`src/rtl/fa_if.sv`:
```
// Operand/result bundle for the registered 7-bit adder stage.
// The master drives the operands and reads back the registered sum.
interface fa_if;
  logic [3:0] x;
  logic [6:0] y;
  logic       cin;
  logic [6:0] s;
  logic       cout;

  modport master (output x, output y, output cin, input s, input cout);
  modport slave  (input x, input y, input cin, output s, output cout);
endinterface

```
`src/rtl/fa.sv`:
```
// Registered 7-bit adder stage: s/cout <= y + {3'b000, x} + cin.
// The core is a ripple chain of seven 1-bit full-adder cells.
module fa_cell (
  input  logic a,
  input  logic b,
  input  logic c,
  output logic sum,
  output logic carry
);
  assign sum   = a ^ b ^ c;
  assign carry = (a & b) | (a & c) | (b & c);
endmodule

module fa (
  input  logic  clk,
  input  logic  rst_n,
  fa_if.slave   bus
);
  logic [6:0] xe;
  logic [7:0] carry;
  logic [6:0] s_next;
  logic       cout_next;
  logic [6:0] s_reg;
  logic       cout_reg;

  assign xe       = {3'b000, bus.x};
  assign carry[0] = bus.cin;

  generate
    for (genvar gi = 0; gi < 7; gi++) begin : g_cell
      fa_cell u_cell (
        .a     (bus.y[gi]),
        .b     (xe[gi]),
        .c     (carry[gi]),
        .sum   (s_next[gi]),
        .carry (carry[gi+1])
      );
    end
  endgenerate

  assign cout_next = carry[7];

  // The register is what breaks the s -> y feedback loop of the accumulator.
  always_ff @(posedge clk or negedge rst_n) begin
    if (!rst_n) begin
      s_reg    <= 7'd0;
      cout_reg <= 1'b0;
    end else begin
      s_reg    <= s_next;
      cout_reg <= cout_next;
    end
  end

  assign bus.s    = s_reg;
  assign bus.cout = cout_reg;
endmodule

```
`src/flat_wrapper.sv`:
```
// flat-port wrapper written by rule: the top's interface ports become plain ports
module fa_flat 
  (clk, rst_n, bus_x, bus_y, bus_cin, bus_s, bus_cout);
  fa_if bus_i ();
  input  logic clk;
  input  logic rst_n;
  input wire logic [$bits(bus_i.x)-1:0] bus_x;
  input wire logic [$bits(bus_i.y)-1:0] bus_y;
  input wire logic [$bits(bus_i.cin)-1:0] bus_cin;
  output wire logic [$bits(bus_i.s)-1:0] bus_s;
  output wire logic [$bits(bus_i.cout)-1:0] bus_cout;
  assign bus_i.x = bus_x;
  assign bus_i.y = bus_y;
  assign bus_i.cin = bus_cin;
  assign bus_s = bus_i.s;
  assign bus_cout = bus_i.cout;
  fa u_core (.clk(clk), .rst_n(rst_n), .bus(bus_i));
endmodule
```
`config.mk`:
```
export PLATFORM = sky130hd
export DESIGN_NAME = fa_flat
export DESIGN_NICKNAME = d
export VERILOG_FILES = /design/src/rtl/fa_if.sv /design/src/rtl/fa.sv /design/src/flat_wrapper.sv
export SDC_FILE = /design/constraint.sdc
export NUM_CORES = 1
export LEC_CHECK = 0
export ABC_AREA = 1
export CAP_MARGIN = 40
export CORE_AREA = 2 2 39 41
export DETAILED_ROUTE_END_ITERATION = 8
export DIE_AREA = 0 0 41 43
export PLACE_DENSITY = 0.58
export SLEW_MARGIN = 15
export SYNTH_ARGS = -nofsm -noshare
export SYNTH_HDL_FRONTEND = slang
export SYNTH_SLANG_ARGS = --single-unit
```
`constraint.sdc`:
```
create_clock -name clk -period 0.8 [get_ports clk]
set_clock_uncertainty 0.15 [all_clocks]
set_input_delay 0.12 -clock clk [delete_from_list [all_inputs] [get_ports clk]]
set_output_delay 0.12 -clock clk [all_outputs]
set_load 0.02 [all_outputs]
```
# [Word-level counts from Yosys, hierarchy flattened]
# Index checks and enable logic that the tools add are counted.
[classes] bitwise=34
[op_table] operator="$and A1 B1 Y1" count=15
[op_table] operator="$xor A1 B1 Y1" count=11
[op_table] operator="$or A1 B1 Y1" count=8
[totals] register_bits=8 in_bits=14 output_inout_bits=8 elab_cells=36

# [Longest topological paths before layout]
[logic_depth] ltp_word=15 ltp_mapped=9 mapped_depth_nobuf=9

# [Modules after synthesis]
# A second synthesis with hierarchy kept.
[hier_totals] hier_cells=16 area_unflattened_um2=344.1
[by_module_without_submodules] module="fa" instances=1 cells_each=9 area_per_inst_um2=203.9 seq_area_each_um2=200.2
[by_module_without_submodules] module="fa_cell" instances=7 cells_each=1 area_per_inst_um2=20.0 seq_area_each_um2=0.0

# [Least setup slack after synthesis]
# OpenSTA, ideal clock, no wires.
[synth_timing] path_type="input port to flip-flop" from="input bus_cin" to="register u_core.s_reg[6], in the netlist u_core.bus.s[6]" t_arrival_ps=2096 required_ps=524 path_slack_ps=-1572 path_stages=9 path_buffers=0 path_cell_list="inv_1 fa_1 inv_1 fa_1 fa_1 fa_1 ha_1 ha_1 ha_1"
[synth_via] elab_chain_len=15
[synth_rtl] item="start: declaration" line_no="flat_wrapper.sv:9" text="input wire logic [$bits(bus_i.cin)-1:0] bus_cin;"
[synth_rtl] item="$and A1 B1 Y1" line_no="fa.sv:11" text="assign carry = (a & b) | (a & c) | (b & c);"
[synth_rtl] item="$or A1 B1 Y1" line_no="fa.sv:11"
[synth_rtl] item="$or A1 B1 Y1 (*)" line_no="fa.sv:11"
[synth_rtl] item="$and A1 B1 Y1" line_no="fa.sv:11"
[synth_rtl] item="$or A1 B1 Y1" line_no="fa.sv:11"
[synth_rtl] item="$or A1 B1 Y1 (*)" line_no="fa.sv:11"
[synth_rtl] item="$and A1 B1 Y1" line_no="fa.sv:11"
[synth_rtl] item="$or A1 B1 Y1" line_no="fa.sv:11"
[synth_rtl] item="$or A1 B1 Y1 (*)" line_no="fa.sv:11"
[synth_rtl] item="$and A1 B1 Y1" line_no="fa.sv:11"
[synth_rtl] item="$or A1 B1 Y1" line_no="fa.sv:11"
[synth_rtl] item="$or A1 B1 Y1 (*)" line_no="fa.sv:11"
[synth_rtl] item="$and A1 B1 Y1 (*) (2 in a row)" line_no="fa.sv:11"
[synth_rtl] item="$xor A1 B1 Y1 (*)" line_no="fa.sv:10" text="assign sum = a ^ b ^ c;"
[synth_rtl] item="named net u_core.g_cell[6].u_cell.sum" line_no="fa.sv:7" text="output logic sum,"
[synth_rtl] item="end signal: assignment" line_no="fa.sv:49" text="s_reg <= s_next;"
[synth_rtl] item="end: declaration" line_no="fa.sv:23" text="logic [6:0] s_reg;"
# Mark *: on every way through the listed nets, which the timed path passes. The rest lies on a longest branch.

# [Worst setup path in the final report]
# Ends and elaborated chain as after synthesis.

==> results.txt <==
The count of nets left with antenna violations after detail routing came out at 0. The final layout contains routed wiring with a total length of 623 um. After layout, the worst setup slack is -1287 ps. The flip-flop count of the largest register after layout came out at 7.

The maximum buffer depth of the clock tree came out at 2. The clock network power share came out at 0.246. The number of DRC markers after the initial detailed-route iteration came out at 3. The cell area after placement is 646.9 um2. The initial core utilization came out at 0.2432. The tightest slew margin relative to the limit is 0.9202. The count of standard-cell rows came out at 14. Total power for the finished layout comes to 1.167 mW. The number of nets in the synthesized netlist came out at 41. The H-tree depth came out at 1. Hold timing on the final database bottoms out at a slack of 18.18 ps. The worst setup path is of the input pin to flop kind.

The final reports fail on negative setup slack. In this run the worst path has a maximum fanout of 1. The count of yosys warnings during synthesis is 0. The cell family contributing the most delay on the critical path is adder cells. The number of buffer and inverter instances along the worst setup path came out at 3.

The post-route fraction of the period consumed by the critical path is 2.609. The count of placed standard cells including taps is 59. The mean routed wirelength per cell is 10.05 um. The share of synthesized area in the top cell type comes to 0.5948. Ranked by total cell area, the synthesized netlist is headed by sky130_fd_sc_hd__dfrtp_1 (59%), sky130_fd_sc_hd__fa_1 (24%), sky130_fd_sc_hd__ha_1 (11%), sky130_fd_sc_hd__inv_1 (5.6%).

The detail-routed via count per cell is 3.935. The required arrival time at the worst endpoint is 780 ps. By count the netlist is led by sky130_fd_sc_hd__dfrtp_1 (8), sky130_fd_sc_hd__inv_1 (5), sky130_fd_sc_hd__fa_1 (4). The number of global-route vias before repair is 279. Traced cell by cell, the critical path runs through buf_8 -> inv_12 -> fa_2 -> inv_2 -> fa_2 -> fa_2 -> fa_2 -> ha_4 -> ha_4 -> ha_4. The maximum clock frequency came out at 479.2 MHz. The tree is rooted in a sky130_fd_sc_hd__clkbuf_4.

For this run, the leading register cell type out of synthesis is sky130_fd_sc_hd__dfrtp_1. For this run, design rule violations remaining after detail routing come to 0. The portion of the post-synthesis area used by sequential elements is 0.5948. The internal power of the cells came out at 0.8552 mW. The clock-pin transition on the worst setup and hold timing paths is 50 ps. The floorplan step set the die width to 41 um. The number of diodes came out at 0. sky130_fd_sc_hd__dfrtp_1 takes more of the synthesized area than any other cell. The final critical path time including I/O delays and setup came out at 2087 ps. The run finished, with violations left. The number of buffers added to fix hold violations after cts came out at 0. The max-slew violation count came out at 0. The analysis attributes to net switching a power of 0.3116 mW.

The async set or reset register ratio after synthesis came out at 1.000. The total of max-cap violations is 0. The count of endpoints failing hold in the final timing report is 0. The number of detailed-route iterations in the first pass came out at 2. The worst IR drop on VDD came out at 0.7370 mV. The post-synthesis sequential element count is 8. The global-route usage over all layers came out at 0.09602. The placeable core region came out at 1384 um2.

The core occupancy in the finished layout is 0.4991. The first global-routing pass estimated 1090 um of wire. The layout cell share with drive strength beyond 1 came out at 0.6087. After global routing the overflow that remains totals 0. The logic depth of the worst setup path including buffers is 10.

For the pin with the worst max-slew slack, the measured transition is 119.3 ps. The worst setup path is captured at a flop. The maximum number of pins on one net before global-route repair came out at 5. The total power per unit cell area came out at 1689 nW/um2. The CTS buffer count came out at 3. By instance count, the leading cell after synthesis is sky130_fd_sc_hd__dfrtp_1. The portion of total power attributed to combinational logic came out at 0.335. The final-report setup violation count is 16. Compared with the post-synthesis result, the final layout area differs by 105.2%.

The number of buffers added on ports came out at 21. The die covers 1763 um2. The total number of vias is 244. The post-synth design cell area came out at 336.6 um2. The number of enable flip-flop cells after synthesis is 0. The signal arrival time at the worst endpoint is 2070 ps. The finished layout holds 62 standard cells, fillers aside. The initial antenna violation count came out at 0.

Setup repair after global routing could not meet its margin everywhere. The CTS tree is done. The height of the chip is 43 um. The average cell area after synthesis is 16.83 um2. The count of clock tree sinks came out at 8. The number of instances in the synthesized netlist is 20. On the critical path, the stage with the largest delay is an instance of sky130_fd_sc_hd__fa_2. The sequential group share of total power is 0.419. The summed area of non-filler cells in the final layout came out at 690.7 um2. The filler cell count in the final layout came out at 129. The most used cell along the critical path is sky130_fd_sc_hd__fa_2. STA classifies the critical path startpoint as an input pin. The largest stage delay on the critical path is 370 ps.

The number of distinct library cells after synthesis came out at 4. Of the total power, the share spent switching nets is 0.2670. In this run the worst hold path is classified as input pin to asynchronous set/reset pin.

The analysis attributes to cell leakage a power of 0.3039 nW. The number of nets at the end of the flow is 69. For this design the top-level I/O count stands at 22. The global placement routability congestion came out at 0.5890.
-- area by class of cell --
class | count | area, um2 | share of cell area
well taps | 16 | 20.02 | 0.02899
flip-flops and latches | 8 | 200.2 | 0.2899
multi-input cells | 7 | 165.2 | 0.2391
repair buffers | 23 | 244.0 | 0.3533
inverters | 5 | 38.79 | 0.05616
clock buffers | 3 | 22.52 | 0.03261
-- metal layers --
metal,track usage,wire length (um),part of all wire,up-vias
met5,0,0,0,-
met4,0.06000,0,0,0
li1,-,-,-,111
met2,0.1688,376,0.60,14
met1,0.08503,181,0.29,119
met3,0.03141,65,0.10,0
-- layout by cell type, fill, tap and decap left out --
cell,n
sky130_fd_sc_hd__buf_4,2
sky130_fd_sc_hd__buf_6,9
sky130_fd_sc_hd__buf_8,2
sky130_fd_sc_hd__clkbuf_4,3
sky130_fd_sc_hd__clkdlybuf4s50_1,8
sky130_fd_sc_hd__clkinv_4,1
sky130_fd_sc_hd__dfrtp_1,8
sky130_fd_sc_hd__dlygate4sd2_1,2
sky130_fd_sc_hd__fa_2,4
sky130_fd_sc_hd__ha_4,3
sky130_fd_sc_hd__inv_12,1
sky130_fd_sc_hd__inv_2,2
sky130_fd_sc_hd__inv_4,1
-- repair_timing --
item                                   CTS  global route
setup buffers                            0             0
setup endpoints to repair               16            16
pin swaps                                6             6
endpoints found under the hold margin    0             0
resized for setup                       69             4
-- how the worst max path moves through the flow --
| stage | startpoint | to | slack, ps |
|---|---|---|---|
| 6_report | bus_cin | u_core.bus.s[6] | -1290 |
| 5_1_grt | bus_cin | u_core.bus.s[6] | -1340 |
| 4_1_cts | bus_cin | u_core.bus.s[6] | -1340 |
| 3_5_place_dp | bus_cin | u_core.bus.s[6] | -2060 |
| 3_3_place_gp | bus_cin | u_core.bus.s[6] | -2030 |
| 2_1_floorplan | bus_cin | u_core.bus.s[6] | -1390 |
-- logic make-up after synthesis --
family | count (synthesis) | share of synthesized area
adders and majority gates | 7 | 0.3495
DFF | 8 | 0.5948
buffers and inverters | 5 | 0.05577
-- stage by stage --
| stage | TNS (ps) | setup slack [ps] |
|---|---|---|
| 6_report | -8034 | -1287 |
| 5_1_grt | -8520 | -1337 |
| 4_1_cts | -8411 | -1338 |
| 3_5_place_dp | -15630 | -2063 |
| 3_3_place_gp | -15380 | -2030 |
| 2_1_floorplan | -7286 | -1391 |
-- power groups by stage --
stage	logic, mW	clock network [mW]	registers (mW)
after floorplan	0.0710	0	0.559
after global placement	0.372	0	0.480
after detailed placement	0.382	0	0.483
after CTS	0.395	0.302	0.488
after global routing	0.431	0.324	0.491
final	0.391	0.288	0.488
No activity file was read; power rests on OpenSTA's default activity.
